File: config.mk
export PLATFORM = sky130hd
export DESIGN_NAME = udma_hyper_trans_arb_flat
export DESIGN_NICKNAME = d
export VERILOG_FILES = /design/src/rtl/udma_hyper_pkg.sv /design/src/rtl/udma_hyper_trans_arb_if.sv /design/src/rtl/udma_hyper_rr_arb.sv /design/src/rtl/udma_hyper_trans_arb.sv /design/src/flat_wrapper.sv
export SDC_FILE = /design/constraint.sdc
export NUM_CORES = 1
export LEC_CHECK = 0
export ABC_CLOCK_PERIOD_IN_PS = 4500
export BUFFER_PORTS_ARGS = -buffer_cell sky130_fd_sc_hd__buf_2
export CORE_ASPECT_RATIO = 1.4
export CORE_UTILIZATION = 48
export CTS_CLUSTER_SIZE = 16
export DETAILED_ROUTE_END_ITERATION = 10
export GPL_TIMING_DRIVEN = 0
export HOLD_SLACK_MARGIN = 0.05
export PLACE_DENSITY = 0.76
export SETUP_SLACK_MARGIN = 0.5
export SLEW_MARGIN = 0
export SYNTH_ARGS = -nofsm -noshare
export SYNTH_HDL_FRONTEND = slang
export SYNTH_SLANG_ARGS = --single-unit
File: constraint.sdc
create_clock -name clk_i -period 4.5 [get_ports clk_i]
set_input_delay 0.675 -clock clk_i [delete_from_list [all_inputs] [get_ports clk_i]]
set_output_delay 0.675 -clock clk_i [all_outputs]
set_load 0.05 [all_outputs]
File: src/rtl/udma_hyper_pkg.sv
// Shared types and helpers for the HyperBus uDMA transaction arbiter.
package udma_hyper_pkg;

    typedef enum logic [1:0] {
        IDLE    = 2'd0,
        ISSUE   = 2'd1,
        ACTIVE  = 2'd2,
        RECOVER = 2'd3
    } arb_state_e;

    // Width of a channel index; never below 1 bit so single-channel builds still have a port.
    function automatic int CH_ID_W(input int nb_ch);
        return (nb_ch > 1) ? $clog2(nb_ch) : 1;
    endfunction

endpackage

File: src/rtl/udma_hyper_trans_arb_if.sv
// Channel-side and PHY-side handshake bundle of the HyperBus transaction arbiter.
// master: the arbiter itself; slave: the channel front-ends and PHY around it.
interface udma_hyper_trans_arb_if
    import udma_hyper_pkg::*;
#(
    parameter int NB_CH = 2,
    parameter int CMD_W = 64
) ();

    localparam int ID_W = CH_ID_W(NB_CH);

    logic [NB_CH-1:0]       ch_req;
    logic [NB_CH*CMD_W-1:0] ch_cmd;
    logic [NB_CH-1:0]       ch_gnt;
    logic [NB_CH-1:0]       ch_done;
    logic                   phy_valid;
    logic                   phy_ready;
    logic [CMD_W-1:0]       phy_cmd;
    logic [ID_W-1:0]        phy_ch_id;
    logic                   phy_done;

    modport master (
        input  ch_req, ch_cmd, phy_ready, phy_done,
        output ch_gnt, ch_done, phy_valid, phy_cmd, phy_ch_id
    );

    modport slave (
        output ch_req, ch_cmd, phy_ready, phy_done,
        input  ch_gnt, ch_done, phy_valid, phy_cmd, phy_ch_id
    );

endinterface

File: src/rtl/udma_hyper_rr_arb.sv
// Combinational channel picker: request vector + pointer -> one-hot grant + index.
// Build option UDMA_HYPER_ARB_FIXED_PRIO_EN: fixed priority (lowest index wins),
// no pointer input; otherwise round-robin starting at the pointer.
module udma_hyper_rr_arb
    import udma_hyper_pkg::*;
#(
    parameter  int NB_CH = 2,
    localparam int ID_W  = CH_ID_W(NB_CH)
) (
    input  logic [NB_CH-1:0] req_i,
`ifndef UDMA_HYPER_ARB_FIXED_PRIO_EN
    input  logic [ID_W-1:0]  ptr_i,
`endif
    output logic [NB_CH-1:0] gnt_o,
    output logic [ID_W-1:0]  idx_o
);

`ifdef UDMA_HYPER_ARB_FIXED_PRIO_EN
    // Lowest-index requester wins.
    always_comb begin
        logic found;
        // NOTE: every combinational output gets a default first so no path can infer a latch.
        gnt_o = '0;
        idx_o = '0;
        found = 1'b0;
        for (int i = 0; i < NB_CH; i++) begin
            if (!found && req_i[i]) begin
                found    = 1'b1;
                gnt_o[i] = 1'b1;
                idx_o    = ID_W'(i);
            end
        end
    end
`else
    // First requester at or after the pointer, wrapping modulo NB_CH.
    always_comb begin
        logic            found;
        int              cand;
        logic [ID_W-1:0] cand_idx;
        gnt_o    = '0;
        idx_o    = '0;
        found    = 1'b0;
        cand     = 0;
        cand_idx = '0;
        for (int k = 0; k < NB_CH; k++) begin
            cand = int'(ptr_i) + k;
            if (cand >= NB_CH) cand = cand - NB_CH;
            cand_idx = ID_W'(cand);
            if (!found && req_i[cand_idx]) begin
                found           = 1'b1;
                gnt_o[cand_idx] = 1'b1;
                idx_o           = cand_idx;
            end
        end
    end
`endif

endmodule

File: src/rtl/udma_hyper_trans_arb.sv
// HyperBus uDMA transaction arbiter: picks one channel at a time, hands its command
// to the PHY, waits for completion and enforces the read/write recovery gap.
// Build option UDMA_HYPER_ARB_FIXED_PRIO_EN selects fixed priority instead of round-robin.
module udma_hyper_trans_arb
    import udma_hyper_pkg::*;
#(
    parameter int NB_CH = 2,
    parameter int CMD_W = 64
) (
    input  logic                   clk_i,
    input  logic                   rst_ni,
    udma_hyper_trans_arb_if.master bus,
    input  logic [31:0]            cfg_t_read_write_recovery_i,
    output logic [NB_CH-1:0]       busy_vec_o,
    output logic                   arb_idle_o
);

    localparam int ID_W = CH_ID_W(NB_CH);

    arb_state_e       state_q, state_d;
    logic [CMD_W-1:0] cmd_q;
    logic [ID_W-1:0]  id_q;
    logic [NB_CH-1:0] busy_q;
    logic [31:0]      cnt_q;

    logic [NB_CH-1:0] arb_gnt;
    logic [ID_W-1:0]  arb_idx;
    logic [NB_CH-1:0] gnt_c;
    logic [NB_CH-1:0] done_c;
    logic             take;
    logic             fin;

    assign take = (state_q == IDLE) && (|bus.ch_req);
    assign fin  = (state_q == ACTIVE) && bus.phy_done;

`ifdef UDMA_HYPER_ARB_FIXED_PRIO_EN
    udma_hyper_rr_arb #(.NB_CH(NB_CH)) i_arb (
        .req_i (bus.ch_req),
        .gnt_o (arb_gnt),
        .idx_o (arb_idx)
    );
`else
    logic [ID_W-1:0] ptr_q;

    udma_hyper_rr_arb #(.NB_CH(NB_CH)) i_arb (
        .req_i (bus.ch_req),
        .ptr_i (ptr_q),
        .gnt_o (arb_gnt),
        .idx_o (arb_idx)
    );

    // Pointer moves past the channel just served so the others go first next time.
    always_ff @(posedge clk_i or negedge rst_ni) begin
        if (!rst_ni) begin
            ptr_q <= '0;
        end else if (take) begin
            ptr_q <= (arb_idx == ID_W'(NB_CH - 1)) ? '0 : arb_idx + 1'b1;
        end
    end
`endif

    // State register.
    always_ff @(posedge clk_i or negedge rst_ni) begin
        // NOTE: sequential state uses non-blocking assignments so every register samples pre-edge values.
        if (!rst_ni) state_q <= IDLE;
        else         state_q <= state_d;
    end

    // Next-state logic and same-cycle grant.
    always_comb begin
        state_d = state_q;
        gnt_c   = '0;
        unique case (state_q)
            IDLE: begin
                if (|bus.ch_req) begin
                    gnt_c   = arb_gnt;
                    state_d = ISSUE;
                end
            end
            ISSUE: begin
                if (bus.phy_ready) state_d = ACTIVE;
            end
            ACTIVE: begin
                if (bus.phy_done) begin
                    state_d = (cfg_t_read_write_recovery_i == 32'd0) ? IDLE : RECOVER;
                end
            end
            RECOVER: begin
                if (cnt_q == 32'd0) state_d = IDLE;
            end
            default: state_d = IDLE;
        endcase
    end

    // Completion pulse goes to the channel currently owning the PHY.
    always_comb begin
        done_c = '0;
        if (fin) done_c[id_q] = 1'b1;
    end

    // Latched command/id, busy flags and recovery counter.
    always_ff @(posedge clk_i or negedge rst_ni) begin
        // NOTE: the command latch is reset too, since it drives a visible output that must read 0 after reset.
        if (!rst_ni) begin
            cmd_q  <= '0;
            id_q   <= '0;
            busy_q <= '0;
            cnt_q  <= '0;
        end else begin
            if (take) begin
                cmd_q  <= bus.ch_cmd[arb_idx*CMD_W +: CMD_W];
                id_q   <= arb_idx;
                busy_q <= arb_gnt;
            end else if (fin) begin
                busy_q <= '0;
            end

            if (fin && (cfg_t_read_write_recovery_i != 32'd0)) begin
                cnt_q <= cfg_t_read_write_recovery_i - 32'd1;
            end else if ((state_q == RECOVER) && (cnt_q != 32'd0)) begin
                cnt_q <= cnt_q - 32'd1;
            end
        end
    end

    assign bus.ch_gnt    = gnt_c;
    assign bus.ch_done   = done_c;
    assign bus.phy_valid = (state_q == ISSUE);
    assign bus.phy_cmd   = cmd_q;
    assign bus.phy_ch_id = id_q;
    assign busy_vec_o    = busy_q;
    assign arb_idle_o    = (state_q == IDLE);

endmodule
File: src/flat_wrapper.sv
// flat-port wrapper written by rule: the top's interface ports become plain ports
module udma_hyper_trans_arb_flat import udma_hyper_pkg::*;
#(
    parameter int NB_CH = 2,
    parameter int CMD_W = 64
)
  (clk_i, rst_ni, cfg_t_read_write_recovery_i, busy_vec_o, arb_idle_o, bus_ch_req, bus_ch_cmd, bus_phy_ready, bus_phy_done, bus_ch_gnt, bus_ch_done, bus_phy_valid, bus_phy_cmd, bus_phy_ch_id);
  udma_hyper_trans_arb_if #(.NB_CH(NB_CH), .CMD_W(CMD_W)) bus_i ();
  input  logic clk_i;
  input  logic rst_ni;
  input  logic [31:0] cfg_t_read_write_recovery_i;
  output logic [NB_CH-1:0] busy_vec_o;
  output logic arb_idle_o;
  input wire logic [$bits(bus_i.ch_req)-1:0] bus_ch_req;
  input wire logic [$bits(bus_i.ch_cmd)-1:0] bus_ch_cmd;
  input wire logic [$bits(bus_i.phy_ready)-1:0] bus_phy_ready;
  input wire logic [$bits(bus_i.phy_done)-1:0] bus_phy_done;
  output wire logic [$bits(bus_i.ch_gnt)-1:0] bus_ch_gnt;
  output wire logic [$bits(bus_i.ch_done)-1:0] bus_ch_done;
  output wire logic [$bits(bus_i.phy_valid)-1:0] bus_phy_valid;
  output wire logic [$bits(bus_i.phy_cmd)-1:0] bus_phy_cmd;
  output wire logic [$bits(bus_i.phy_ch_id)-1:0] bus_phy_ch_id;
  assign bus_i.ch_req = bus_ch_req;
  assign bus_i.ch_cmd = bus_ch_cmd;
  assign bus_i.phy_ready = bus_phy_ready;
  assign bus_i.phy_done = bus_phy_done;
  assign bus_ch_gnt = bus_i.ch_gnt;
  assign bus_ch_done = bus_i.ch_done;
  assign bus_phy_valid = bus_i.phy_valid;
  assign bus_phy_cmd = bus_i.phy_cmd;
  assign bus_phy_ch_id = bus_i.phy_ch_id;
  udma_hyper_trans_arb #(.NB_CH(NB_CH), .CMD_W(CMD_W)) u_core (.clk_i(clk_i), .rst_ni(rst_ni), .bus(bus_i), .cfg_t_read_write_recovery_i(cfg_t_read_write_recovery_i), .busy_vec_o(busy_vec_o), .arb_idle_o(arb_idle_o));
endmodule
**After elaboration in Yosys (flattened, before gate mapping)**

Cells that the tools add are included.

- Bits in registers: 102
- Output and inout bits: 73
- Logic and storage cells: 78

- Shift operators: 1
- Order comparisons: 8
- Bitwise gates (word level): 1
- Equal/unequal tests: 7
- Mux-type cells: 31
- $add $sub $neg: 6
- Reductions and logical operators: 18

Operators by type and width:

| cell | count |
|---|---|
| $shiftx 128x8->64 | 1 |
| $logic_not 32->1 | 2 |
| $mux 32 | 2 |
| $reduce_bool 32->1 | 2 |
| $sub 32x1->32 const B | 2 |
| $mux 2 | 12 |
| $mux 1 | 13 |
| $logic_and 1x1->1 | 8 |
| $pmux 2 s4 | 1 |
| $lt 1x2->1 const B | 3 |
| $eq 2x2->1 const B | 2 |
| $ne 2x1->1 const B | 2 |
| $ne 2x2->1 const B | 2 |
| $reduce_and 4->1 | 1 |
| $reduce_bool 2->1 | 2 |
| $demux 1 s1 | 3 |
| $ge 1x1->1 const B | 3 |
| $add 1x1->2 const B | 1 |
| $eq 2x1->1 const B | 1 |
| $ge 1x2->1 const B | 1 |
| $ge 2x2->1 const B | 1 |
| $logic_not 2->1 | 1 |
| $or 2x2->2 | 1 |
| $reduce_or 2->1 | 1 |
| 3 further kinds | 4 |

**Depth between registers and ports, before layout**

Gate-level depths: netlist of run 1.

- Word-level depth: 11
- Mapped depth: 13
- Mapped depth without buffers: 11

**By module**

Synthesis of run 1 repeated with hierarchy kept, for this count alone.

- Cell total of the unflattened synthesis: 629
- Area, all modules: 5973.2 um2

Modules (own cells, without submodules):

| module | cells an instance | area an instance (um2) | instances |
|---|---|---|---|
| udma_hyper_trans_arb | 625 | 5943.2 | 1 |
| udma_hyper_rr_arb | 4 | 30.0 | 1 |

**Least setup slack after synthesis of run 1**

Ideal clock, no wire load.

- Path kind: input to output
- Start: input bus_ch_req[0]
- End: output bus_ch_gnt[0]
- Arrival time: 2654 ps
- Path slack: 1171 ps
- Cell stages on the path: 3
- Path through: inv_1 > a2111oi_0 > clkbuf_1

- Longest elaborated chain between the ends: 8
- Elaborated cells on any way between the ends: 13
- Those cells by class: 9 x mux; 1 x bitwise; 3 x reduce/logical

Ends and longest elaborated chain:

| element | RTL line | RTL |
|---|---|---|
| start, declared | flat_wrapper.sv:14 | `input wire logic [$bits(bus_i.ch_req)-1:0] bus_ch_req;` |
| $mux 1 (not written as such) (2 in series) | udma_hyper_rr_arb.sv:49 | `if (!found && req_i[cand_idx]) begin` |
| $mux 1 | udma_hyper_rr_arb.sv:49 |  |
| $logic_not 1->1 | udma_hyper_rr_arb.sv:49 |  |
| $logic_and 1x1->1 | udma_hyper_rr_arb.sv:49 |  |
| $mux 2 | udma_hyper_rr_arb.sv:49 |  |
| $mux 2 (*) | udma_hyper_trans_arb.sv:75 | `if (\|bus.ch_req) begin` |
| $mux 2 (*) | udma_hyper_trans_arb.sv:73 | `unique case (state_q)` |
| end, declared | flat_wrapper.sv:18 | `output wire logic [$bits(bus_i.ch_gnt)-1:0] bus_ch_gnt;` |

Every way passes the cells marked *; elsewhere a longest branch is shown, timed or not. The select of a mux whose other input is x is not followed.

==> metrics.yaml, run 1 <==
synth:
  syn-cell-area_mm2: 0.00558
  synth.avg_cell_area_um2: 9.79
  async_reset_ff_frac: 1.00
  synth_top_area_share: 0.457
  syn_nets: 737
  ys_warn_count: 0
  ys_seq_elements: 102
  netlist_top_cells_area: "dfrtp_1 46%, a222oi_1 9.3%, xnor2_1 5.2%"
  ys_top_cells_by_count: "102 x dfrtp_1, 54 x inv_1, 52 x a222oi_1"
  synth.most_common_cell: "dfrtp_1"
  seq_area_frac_synth: 0.457
  netlist_instances: 570
  synth.distinct_cells: 56
  yosysTopAreaCell: "dfrtp_1"
  synth_edf_count: 0
  synth_ff_type: "dfrtp_1"
cts:
  clock_latency_ns: 0.35
  cts_made_buffers: 9
  cts_root_buf: "clkbuf_16"
  cts_tree: "yes"
  cts_sinks: 102
  h-tree-depth: 3
  clock_path_buffers: 2
  clk_pin_slew_ns: 0.07
timing:
  skew_ns: 0.00418
  report.final.slew_viol_count: 0
  setup_viol: 0
  tightestPinTransition_ns: 1.30
  hold_violations: 0
  slew_headroom: 0.129
  period_share: 0.836
  post-route-min-period_ns: 3.76
  rsz0062_at_grt: "no"
  fmax_ghz: 0.266
floorplanning:
  die_y_um: 130
  core_mm2: 0.0113
  ios: 239
  row_count: 46
  die-area_mm2: 0.0121
  start_util: 0.492
  die-width_um: 93.1
final_layout:
  utilization: 0.649
  area_delta_synth_final_pct: 31.9
  nFillCells: 976
  drive_gt1_frac: 0.347
  design_area_mm2: 0.00736
  final_nets: 990
placed_design:
  port_buffers: 238
  gp_congestion: 0.936
  dp_hpwl_mm: 14.8
  postPlaceCellArea_mm2: 0.00700
power:
  p_leak_uw: 0.00364
  power.density_mw_per_mm2: 726
  peakVddDrop_uv: 258
worst_setup_path:
  crit_path_top_delay_cell: "nor4b_4"
  cp.arrival_ns: 3.98
  cp_max_fo: 10
  critical_path_class: "in2reg"
  crit_buf_inv: 4
  cp_top_family: "simple AND/OR/NAND/NOR gates"
  slowest_delay_ns: 0.41
  cp-start-kind: "input port"
  crit_top_cell: "mux2i_1"
  cp_cell_sequence: "buf_2 -> or3_1 -> clkbuf_1 -> nor4b_4 -> a31oi_4 -> clkbuf_2 -> mux2i_1 -> ha_1 -> o41ai_1 -> nor2_2 -> buf_4 -> nand3_1 -> nor3_1 -> xnor2_1 -> mux2i_1"
  cp.required_ns: 4.72
  cp-end-kind: "register"
global_routing:
  grt_max_degree: 59
  gr-total-overflow: 0
  grt_pass1_wl_mm: 28.5
  antenna_found_initial: 2
  track_usage: 0.307
  grt_pass1_vias: 5577
routing:
  viasPerCell: 5.90
  wl_mm: 19.0
  wl_per_cell_um: 19.5
  firstDrtPassIters: 6
  drtAntennaViolNets: 0
  drc: 0
  dr.first_iter.drc_count: 478
  route.vias.total: 5745
outcome:
  status: "finished, final reports clean"
flow_run:
  cap_violations: 0
worst_hold_path:
  hp-class: "in2async"
logic make-up after synthesis:
group	after synthesis	share of synthesized area
xor+xnor	53	0.0832
simple gates	177	0.169
flops	102	0.457
fa+ha+maj	1	0.00224
compound gates	119	0.171
mux	32	0.0587
buf+inv	86	0.0590
stage by stage:
step | setup slack (ns) | power, µW | hold slack [ns] | setup TNS (ns) | instances
after floorplan | 0.802 | 3700 | 0.379 | 0 | 570
after global placement | -0.119 | 4470 | 0.463 | -0.226 | 952
after detailed placement | -0.0731 | 4560 | 0.472 | -0.0731 | 954
after CTS | 0.600 | 5320 | 0.351 | 0 | 971
after global routing | 0.472 | 5620 | 0.370 | 0 | 972
final | 0.740 | 5340 | 0.333 | 0 | 974
registers in the layout (all words and copies together) (netlist names):
name	count
u_core.bus.phy_ch_id	1
u_core.busy_vec_o	2
u_core.bus.phy_cmd	64
u_core.state_q	2
u_core.ptr_q	1
u_core.cnt_q	32
cell type report:
cell class	count	area [µm²]	share of cell area
Sequential cell	102	2550	0.347
Tap cell	144	180	0.0245
Multi-Input combinational cell	382	2770	0.376
Clock inverter	6	53.8	0.00731
Buffer	32	128	0.0173
Timing Repair Buffer	242	1240	0.169
Antenna cell	3	7.51	0.00102
Clock buffer	9	225	0.0306
Inverter	54	203	0.0275
placed cells by master (no fill, tap or decap), types with 4 or more instances in the layout:
cell,count
nand2_1,41
or4_1,9
nor2_1,37
xor2_1,20
or3_1,8
nand3_1,9
mux2i_1,26
o21ai_0,25
clkbuf_16,9
inv_1,54
nor3_1,27
nor4_2,4
xnor2_1,33
a222oi_1,52
clkbuf_1,28
nor4_1,17
a21oi_1,16
buf_2,239
buf_4,5
mux2_2,6
dfrtp_1,102
worst register-to-register path, delay by kind of cell, from the launching register on:
family                     cells  cell delay (ns)
AOI/OAI and AO/OA              2             0.57
xor gates and xnor gates       1             0.15
adders and majority gates      1             0.26
buffers and inverters          3             0.75
DFF                            1             0.36
muxes                          2             0.32
and+or+nand+nor                4             1.09
power by group:
group | internal (µW) | leakage [µW] | switching [µW]
clock network | 382 | 0.000134 | 363
registers | 1360 | 0.00125 | 352
logic | 797 | 0.00226 | 2080
total | 2540 | 0.00364 | 2800
path summary, 6_finish.rpt:
check	cells after the start	to	slack, ns	startpoint
setup / recovery	15	u_core.cnt_q[18]$_DFFE_PN0P_	0.74	cfg_t_read_write_recovery_i[15]
hold / removal	1	u_core.cnt_q[26]$_DFFE_PN0P_	0.33	rst_ni
setup reg to reg	13	u_core.cnt_q[18]$_DFFE_PN0P_	0.88	u_core.state_q[0]$_DFFE_PN0P_
hold reg to reg	2	u_core.bus.phy_cmd[1]$_DFFE_PN0P_	0.48	u_core.bus.phy_cmd[1]$_DFFE_PN0P_
max in group asynchronous	2	u_core.cnt_q[0]$_DFFE_PN0P_	3.46	rst_ni
min in group clk_i	2	u_core.bus.phy_cmd[1]$_DFFE_PN0P_	0.48	u_core.bus.phy_cmd[1]$_DFFE_PN0P_
routing by layer:
layer / share of wire / track usage / up-vias
li1: - / - / 2631
met1: 0.35 / 0.335 / 2761
met2: 0.51 / 0.538 / 308
met3: 0.11 / 0.109 / 45
met4: 0.030 / 0.129 / 0
met5: 0 / 0.00417 / -
repair_timing:
action	in CTS	in global routing
hold buffers	0	0
endpoints found under the setup margin	5	8
hold endpoints to repair	0	0
pin swaps	1	1
setup buffers	2	0
gates resized for setup	3	6
Power figures use the tool's default switching activity.
==> run 2: changes to the inputs <==
ABC_AREA = 1   (was not set)
ABC_CLOCK_PERIOD_IN_PS = 3700   (was 4500)
CORE_UTILIZATION = 49   (was 48)
PLACE_DENSITY = 0.77   (was 0.76)
clock period = 3.7 ns   (was 4.5 ns; I/O delays follow)
==> metrics.yaml, run 2 <==
final_layout:
  area_delta_synth_final_pct: 28.3
  largest_register_ff_count: 64  # unchanged
  final_cells: 1289  # +32%
  drive_gt1_frac: 0.270  # -0.0773
  final_cell_mix: "374 x nand2_1, 241 x buf_2, 102 x dfrtp_1, 85 x nand3_1, 72 x inv_1"
  final_nets: 1304  # +32%
  layout_commonest_cell: "nand2_1"
  design_area_mm2: 0.00774  # +5.3%
  antennaDiodeCount: 0  # -3
cts:
  cts_made_buffers: 9  # unchanged
  clock_path_buffers: 2  # unchanged
  hold_buffers: 0  # unchanged
  clk_pin_slew_ns: 0.07  # about the same
  cts_sinks: 102  # unchanged
  clock_latency_ns: 0.35  # about the same
  cts_tree: "yes"
  h-tree-depth: 3  # unchanged
  cts_root_buf: "clkbuf_16"
placed_design:
  dp_cells: 1270  # +33%
  port_buffers: 238  # unchanged
  gp_congestion: 0.975  # +4.1%
  postPlaceCellArea_mm2: 0.00744  # +6.4%
  dp_hpwl_mm: 15.9  # +7.8%
global_routing:
  track_usage: 0.324  # +0.0173
  antenna_found_initial: 0  # -2
  gr-total-overflow: 0  # unchanged
  grt_pass1_wl_mm: 31.1  # +9.4%
  grt_pass1_vias: 6330  # +14%
  grt_max_degree: 67  # +14%
flow_run:
  cap_violations: 0  # unchanged
timing:
  tightestPinTransition_ns: 0.567  # -0.729 ns
  setup_viol: 0  # unchanged
  rsz0062_at_grt: "yes"
  fmax_ghz: 0.320
  post-route-min-period_ns: 3.12
  period_share: 0.844
  slew_headroom: 0.622  # +0.493
  report.final.slew_viol_count: 0  # unchanged
  skew_ns: 0.0120  # +0.00782 ns
  holdWs_ns: 0.197  # -0.136 ns
  hold_violations: 0  # unchanged
  final.setup.tns_ns: 0  # unchanged
synth:
  synth_top_area_share: 0.423  # -0.0345
  synth.avg_cell_area_um2: 6.83  # -30%
  netlist_top_cells_area: "dfrtp_1 42%, nand2_1 23%, nand3_1 7.0%"
  synth_compound_area_frac: 0.0516  # -0.119
  synth_edf_count: 0  # unchanged
  syn_nets: 1051  # +43%
  async_reset_ff_frac: 1.00  # unchanged
  synth.distinct_cells: 34  # -39%
  synth.most_common_cell: "nand2_1"
  ys_warn_count: 0  # unchanged
  synthAdderAreaFrac: 0.00207  # -0.000169
  ys_seq_elements: 102  # unchanged
  yosys.area_share.simple: 0.436  # +0.268
  synthXorXnorAreaFrac: 0.0116  # -0.0716
  synth_ff_type: "dfrtp_1"
  yosysTopAreaCell: "dfrtp_1"
  netlist_instances: 884  # +55%
  ys_top_cells_by_count: "374 x nand2_1, 102 x dfrtp_1, 85 x nand3_1"
  seq_area_frac_synth: 0.423  # -0.0345
  muxShareOfSynthArea: 0  # -0.0587
  synth_top_family_by_area: "simple AND/OR/NAND/NOR gates"
  syn-cell-area_mm2: 0.00604  # +8.2%
floorplanning:
  die-area_mm2: 0.0128  # +5.8%
  row_count: 47  # +2.2%
  die-width_um: 95.8  # +2.9%
  start_util: 0.506  # +0.0134
  core_mm2: 0.0119  # +5.3%
  ios: 239  # unchanged
  die_y_um: 133  # +2.9%
power:
  p_leak_uw: 0.00425  # +17%
  p_sw_frac: 0.547  # +0.0234
  power.density_mw_per_mm2: 933  # +29%
  p_switching_uw: 3960  # +41%
  p_int_uw: 3270  # +29%
  comb_power_share: 0.600  # +0.061
  seqPwrFrac: 0.273  # -0.048
  peakVddDrop_uv: 682  # +160%
  clock_power_share: 0.126  # -0.013
routing:
  dr.first_iter.drc_count: 305  # -36%
  wl_per_cell_um: 15.4  # -21%
  drc: 0  # unchanged
  drtAntennaViolNets: 0  # unchanged
  route.vias.total: 6449  # +12%
  firstDrtPassIters: 5  # -1
  wl_mm: 19.9  # +4.6%
  viasPerCell: 5.00  # -15%
outcome:
  status: "finished, final reports clean"
worst_setup_path:
  cp.arrival_ns: 2.57  # -1.41 ns
  critical_path_class: "reg2out"
  cp-start-kind: "register"
  cp.required_ns: 3.14  # -1.58 ns
  cp-end-kind: "output port"
  cp_max_fo: 10  # unchanged
worst_hold_path:
  hp-class: "in2async"
run 2: cell types whose count changed after synthesis, moves of 19 or more:
cell | before | now
mux2i_1 | 26 | 0
nand3_1 | 9 | 85
nand3b_1 | 1 | 25
nor3_1 | 28 | 2
o21ai_0 | 25 | 44
nor2_1 | 37 | 73
xnor2_1 | 33 | 5
a222oi_1 | 52 | 0
nand2_1 | 41 | 374
run 2: area by class of cell:
type / instances / area (µm²)
Inverter: 75 / 282
Buffer: 35 / 174
Tap cell: 147 / 184
Fill cell: 1128 / 4190
Timing Repair Buffer: 242 / 1240
Clock inverter: 5 / 33.8
Clock buffer: 11 / 243
Multi-Input combinational cell: 672 / 3030
Sequential cell: 102 / 2550
run 2: per-layer routing:
| layer | wire length [µm] | track usage |
|---|---|---|
| met2 | 10000 | 0.557 |
| met3 | 1310 | 0.0691 |
| met4 | 892 | 0.153 |
| met5 | 0 | 0 |
| met1 | 7670 | 0.378 |
run 2: stage by stage:
step           worst slack (ns)  utilization  power, µW
6_report                  0.578        0.649       7230
5_1_grt                   0.442        0.649       7740
4_1_cts                   0.465        0.646       7220
3_5_place_dp              0.292        0.623       6300
3_3_place_gp              0.369        0.621       6240
2_1_floorplan             0.589            -       5140
run 2: final timing paths:
check | depth (start not counted) | startpoint | endpoint | slack (ns)
setup / recovery | 5 | u_core.state_q[0]$_DFFE_PN0P_ | bus_ch_gnt[1] | 0.58
hold / removal | 1 | rst_ni | u_core.cnt_q[4]$_DFFE_PN0P_ | 0.20
setup reg to reg | 18 | u_core.state_q[1]$_DFFE_PN0P_ | u_core.cnt_q[28]$_DFFE_PN0P_ | 0.86
hold reg to reg | 2 | u_core.bus.phy_cmd[2]$_DFFE_PN0P_ | u_core.bus.phy_cmd[2]$_DFFE_PN0P_ | 0.48
max in group asynchronous | 2 | rst_ni | u_core.bus.phy_cmd[29]$_DFFE_PN0P_ | 2.80
min in group clk_i | 3 | bus_ch_cmd[48] | u_core.bus.phy_cmd[48]$_DFFE_PN0P_ | 0.40
run 2: logic make-up after synthesis:
group                    Yosys count
AND/OR/NAND/NOR                  606
buffers and inverters            110
flip-flops                       102
AO/OA/AOI/OAI                     57
XOR/XNOR                           8
adder cells (fa/ha/maj)            1
run 2: power by group through the flow:
stage | clock, µW | sequential [µW] | combinational [µW]
after CTS | 921 | 1970 | 4330
after detailed placement | 0 | 1980 | 4320
after global routing | 962 | 2040 | 4740
after floorplan | 0 | 3170 | 1970
after global placement | 0 | 1970 | 4270
final | 914 | 1980 | 4340
run 2: critical path, stage by stage (launching register included):
cell	delay (ns)
dfrtp_1	0.45
nor2_1	0.29
o21ai_1	0.27
nor2_2	0.44
clkbuf_1	0.42
buf_2	0.35
run 2: what timing repair did:
item / CTS / global route
cloned: 0 / 0
pin swaps: 0 / 1
resized for setup: 0 / 3
buffers inserted: 0 / 3
endpoints found under the setup margin: 1 / 3
